[src/rtl/mem_bus_ctrl.sv]
// mem_bus_ctrl: single-outstanding CPU load/store controller routing to block RAM or MMIO,
// with MMIO stall handling, wait timeout and byte-lane read data selection.
module mem_bus_ctrl #(
  parameter logic [15:0] MMIO_BASE    = 16'hff00,
  parameter logic [7:0]  WAIT_TIMEOUT = 8'd255
) (
  input  logic        clk,
  input  logic        rst,
  input  logic        cpu_req,
  input  logic        cpu_we,
  input  logic        cpu_byte,
  input  logic [15:0] cpu_addr,
  input  logic [15:0] cpu_wdata,
  output logic [15:0] cpu_rdata,
  output logic        cpu_ack,
  output logic        cpu_err,
  output logic        cpu_busy,
  output logic        ram_en,
  output logic        ram_we,
  output logic [14:0] ram_addr,
  output logic        ram_byte_select,
  output logic        ram_byte_enable,
  output logic [15:0] ram_wdata,
  input  logic [15:0] ram_rdata,
  output logic        mmio_en,
  output logic        mmio_write_enable,
  output logic [15:0] mmio_addr,
  output logic        mmio_byte_select,
  output logic        mmio_byte_enable,
  output logic [15:0] mmio_data_in,
  input  logic [15:0] mmio_data_out,
  input  logic        mmio_wait
);
  localparam logic [1:0] IDLE  = 2'd0;
  localparam logic [1:0] ISSUE = 2'd1;
  localparam logic [1:0] RDATA = 2'd2;
  localparam logic [1:0] ACK   = 2'd3;
  logic [1:0]  state;
  logic [15:0] addr, wdata;
  logic        we, byte_acc, is_mmio;
  logic [7:0]  wait_cnt;
  logic        mmio_stalled, timeout;
  logic [15:0] src, load_data;
  assign mmio_stalled = state == ISSUE && is_mmio && mmio_wait;
  assign timeout = mmio_stalled && WAIT_TIMEOUT != 8'd0 && wait_cnt == WAIT_TIMEOUT - 8'd1;
  assign src = is_mmio ? mmio_data_out : ram_rdata;
  // MMIO already delivers the addressed byte in [7:0]; RAM needs lane selection
  assign load_data = !byte_acc ? src :
                     (!is_mmio && addr[0]) ? {8'h00, src[15:8]} : {8'h00, src[7:0]};
  assign ram_addr          = addr[15:1];
  assign ram_byte_select   = addr[0];
  assign ram_byte_enable   = byte_acc;
  assign ram_wdata         = wdata;
  assign mmio_addr         = {1'b0, addr[15:1]};
  assign mmio_byte_select  = addr[0];
  assign mmio_byte_enable  = byte_acc;
  assign mmio_data_in      = wdata;
  always_ff @(posedge clk or negedge rst) begin
    if (!rst) begin
      state             <= IDLE;
      addr              <= '0;
      wdata             <= '0;
      we                <= 1'b0;
      byte_acc          <= 1'b0;
      is_mmio           <= 1'b0;
      wait_cnt          <= '0;
      cpu_rdata         <= '0;
      cpu_ack           <= 1'b0;
      cpu_err           <= 1'b0;
      cpu_busy          <= 1'b0;
      ram_en            <= 1'b0;
      ram_we            <= 1'b0;
      mmio_en           <= 1'b0;
      mmio_write_enable <= 1'b0;
    end else begin
      case (state)
        IDLE: if (cpu_req) begin
          state             <= ISSUE;
          addr              <= cpu_addr;
          wdata             <= cpu_wdata;
          we                <= cpu_we;
          byte_acc          <= cpu_byte;
          is_mmio           <= cpu_addr >= MMIO_BASE;
          cpu_busy          <= 1'b1;
          ram_en            <= cpu_addr < MMIO_BASE;
          ram_we            <= cpu_addr < MMIO_BASE && cpu_we;
          mmio_en           <= cpu_addr >= MMIO_BASE;
          mmio_write_enable <= cpu_addr >= MMIO_BASE && cpu_we;
        end
        ISSUE: if (mmio_stalled && !timeout) begin
          wait_cnt <= wait_cnt + 8'd1;
        end else begin
          ram_en            <= 1'b0;
          ram_we            <= 1'b0;
          mmio_en           <= 1'b0;
          mmio_write_enable <= 1'b0;
          state             <= (we || timeout) ? ACK : RDATA;
          cpu_ack           <= we || timeout;
          cpu_err           <= timeout;
          if (timeout) cpu_rdata <= '0;
        end
        RDATA: begin
          cpu_rdata <= load_data;
          cpu_ack   <= 1'b1;
          state     <= ACK;
        end
        default: begin
          cpu_ack  <= 1'b0;
          cpu_err  <= 1'b0;
          cpu_busy <= 1'b0;
          wait_cnt <= '0;
          state    <= IDLE;
        end
      endcase
    end
  end
endmodule

[config.mk]
export PLATFORM = sky130hd
export DESIGN_NAME = mem_bus_ctrl
export DESIGN_NICKNAME = d
export VERILOG_FILES = /design/src/rtl/mem_bus_ctrl.sv
export SDC_FILE = /design/constraint.sdc
export NUM_CORES = 1
export LEC_CHECK = 0
export CORE_UTILIZATION = 37
export CTS_BUF_LIST = sky130_fd_sc_hd__clkbuf_16
export DETAILED_ROUTE_END_ITERATION = 8
export PLACE_DENSITY = 0.77
export SYNTH_ARGS = -nofsm -noshare
export SYNTH_HDL_FRONTEND = slang
export SYNTH_SLANG_ARGS = --single-unit
[constraint.sdc]
create_clock -name clk -period 1.85 [get_ports clk]
set_input_delay 0.4625 -clock clk [delete_from_list [all_inputs] [get_ports clk]]
set_output_delay 0.4625 -clock clk [all_outputs]
set_load 0.005 [all_outputs]
==> flow_summary.yaml <==
routing:
  drc_errors: 0
  drt_wl_total_mm: 8.462
  dr_wl_met2_mm: 4.556
  ant_nets: 0
  met1_length_mm: 3.424
  drt_iter0_drc: 98
  routedWlPerCell_um: 15.50
  drt_first_pass_iters: 4
  vias: 2730
  wl_met3_um: 434
  top_layer: "met4"
  routed_via_density: 5.000
run_status:
  outcome: "finished, final reports clean"
setup_path:
  reg2reg_depth: 5
  crit_required_ns: 1.39
  slowest_stage: "clkdlybuf4s50_1"
  cp-end-kind: "output pin"
  critPathBufInv: 1
  cp_top_family: "buffers and inverters"
  cp-startpoint: "addr[0]"
  r2r-start: "state[0]"
  reg2reg_slack_ns: 0.07
  critical_path_depth: 1
  cp-start-kind: "flop"
  slowest_delay_ns: 0.53
  path_cells: "clkdlybuf4s50_1"
  path_max_fanout: 12
  reg2reg_to: "wait_cnt[6]"
  cp-endpoint: "ram_byte_select"
  crit_type: "flop to output pin"
  arrival_ns: 1.32
synthesis:
  synth_top_area_share_pct: 50.80
  ys_seq_area_share_pct: 50.80
  ys_top_cells_by_area: "dfrtp_1 (51%), mux2_2 (12%), buf_4 (7.6%)"
  syn_area_per_cell_um2: 11.32
  synthDistinctLibCells: 37
  synth_nets: 372
  ys_ff_latch: 68
  netlist.top_cell.by_area: "dfrtp_1"
  synth_flop_cell: "dfrtp_1"
  synth.cell_area_um2: 3349
  synth_edf_count: 0
  async_flop_share_pct: 100.0
  yosysWarnings: 0
  syn_inst: 296
timing:
  fin_crit_ns: 1.782
  relSlewSlack_pct: 62.63
  finalMaxSlewViolations: 0
  grt_setup_unrepaired: "yes"
  fmaxAchievable_ghz: 0.5612
  finalCritPeriodShare_pct: 96.32
  tightest_slew_ns: 0.5563
  finalSetupViolations: 0
  hold_violations: 0
  fin_ws_ns: 0.06800
  finClkSkew_ns: 0.007058
cells_and_area:
  layout_common_cells: "clkdlybuf4s50_1 (157), dfrtp_1 (66), mux2_2 (37)"
  drive_gt1_share_pct: 18.49
  final_common_cell: "clkdlybuf4s50_1"
  final_cell_count_no_fill: 546
  utilization_pct: 60.12
  synthToLayoutAreaGrowth_pct: 57.30
  seqCellArea_um2: 1704
  postLayoutCellArea_um2: 5269
  num-nets-final: 510
  multiInputGateArea_um2: 1351
  insertedDiodeCount: 0
  fillers: 718
global_routing:
  antenna_found_initial: 0
  grt_pass1_vias: 2855
  overflow: 0
  grt_pass1_wl_mm: 13.63
  grt_usage_pct: 18.00
  grt_max_degree: 69
clock_tree:
  numCtsBuffers: 9
  clk-insertion-delay-late_ns: 0.32
  clock_sinks: 68
  clock_tree.root_cell: "clkbuf_16"
  htree_levels: 3
  postCtsHoldBufs: 0
  cts_tree: "built"
  path_clk_slew_ns: 0.05
  cts_buffer_depth: 2
floorplanning:
  row_count: 34
  die_y_um: 97.15
  io_pins: 160
  core_um2: 8763
  initial_core_util_pct: 38.22
  die_area_um2: 9437
  dieWidth_um: 97.15
placed_design:
  dp_cells: 530
  dp_hpwl_mm: 6.350
  portBuffers: 158
  place_area_um2: 4912
  finalWeightedCongestion: 0.8564
  place_ws_ns: -0.1572
pwr:
  p_leak_nw: 2.182
  p_per_area_nw_per_um2: 1540
  vdd_drop_max_mv: 0.7880
min_path:
  min_path_type: "primary input to async pin"
run:
  cap_violations: 0
-- area by class of cell --
type                    count  area share (%)
inverters                   7          0.4987
repair buffers            174           33.15
flip-flops and latches     68           32.34
clock buffers               9           4.275
clock inverters             6           1.520
well taps                 108           2.565
multi-input cells         174           25.65
-- kinds of logic after synthesis --
| logic type | after synthesis | synth area share, % |
|---|---|---|
| mux | 46 | 15.13 |
| buf+inv | 54 | 10.16 |
| flops | 68 | 50.80 |
| other cells | 1 | 0.1120 |
| compound gates | 59 | 12.03 |
| simple gates | 60 | 9.003 |
| fa+ha+maj | 6 | 2.241 |
| xor+xnor | 2 | 0.5231 |
-- synthesized netlist by cell type (2+ instances only) --
library cell / number
a211oi_1: 9
a31oi_1: 2
nor3_1: 2
a21oi_1: 7
and3_1: 9
clkbuf_1: 4
dfrtp_1: 68
mux2i_1: 9
nand3_1: 5
o21ai_0: 14
nand4_1: 5
a21o_1: 2
nand2_1: 26
o211ai_1: 2
buf_2: 8
inv_1: 7
buf_4: 34
mux2_2: 37
ha_1: 6
nor2_1: 6
o31ai_1: 18
-- where the power goes --
part | internal (mW) | switching, mW
sequential | 2.06 | 0.439
combinational | 2.49 | 1.38
clock | 1.16 | 0.588
total | 5.71 | 2.41
-- flip-flops by register name, indices dropped and copies added (netlist names), 2 cells and up --
| name | flops |
|---|---|
| wait_cnt | 8 |
| cpu_rdata | 16 |
| addr | 16 |
| state | 2 |
| mmio_data_in | 16 |
-- per-stage QoR --
| step | TNS (ns) | hold WS, ns | power [mW] |
|---|---|---|---|
| 2_1_floorplan | 0 | 0.1669 | 4.342 |
| 3_3_place_gp | -1.035 | 0.4611 | 6.217 |
| 3_5_place_dp | -2.118 | 0.4662 | 6.324 |
| 4_1_cts | 0 | 0.1663 | 8.142 |
| 5_1_grt | -0.01790 | 0.1672 | 8.593 |
| 6_report | 0 | 0.1502 | 8.116 |
-- what timing repair did --
item                       CTS  global route
gates resized for setup      3            10
setup buffers                0             1
pin swaps                    0             2
setup endpoints to repair    5             3
-- layer usage --
layer,GRT usage (%),vias up
met5,0,-
met4,5.626,0
met3,4.748,4
met2,31.69,75
met1,21.35,1342
li1,-,1309
-- worst min path at each step --
| stage | end | slack, ns | depth (start not counted) | start |
|---|---|---|---|---|
| global placement | cpu_rdata[11] | 0.46 | 2 | cpu_rdata[11] |
| detailed placement | cpu_rdata[11] | 0.47 | 2 | cpu_rdata[11] |
| floorplan | addr[0] | 0.17 | 0 | rst |
| finish | cpu_rdata[12] | 0.15 | 2 | rst |
| global route | cpu_rdata[12] | 0.17 | 2 | rst |
| CTS | mmio_data_in[12] | 0.17 | 2 | rst |
No activity file was read; power rests on OpenSTA's default activity.
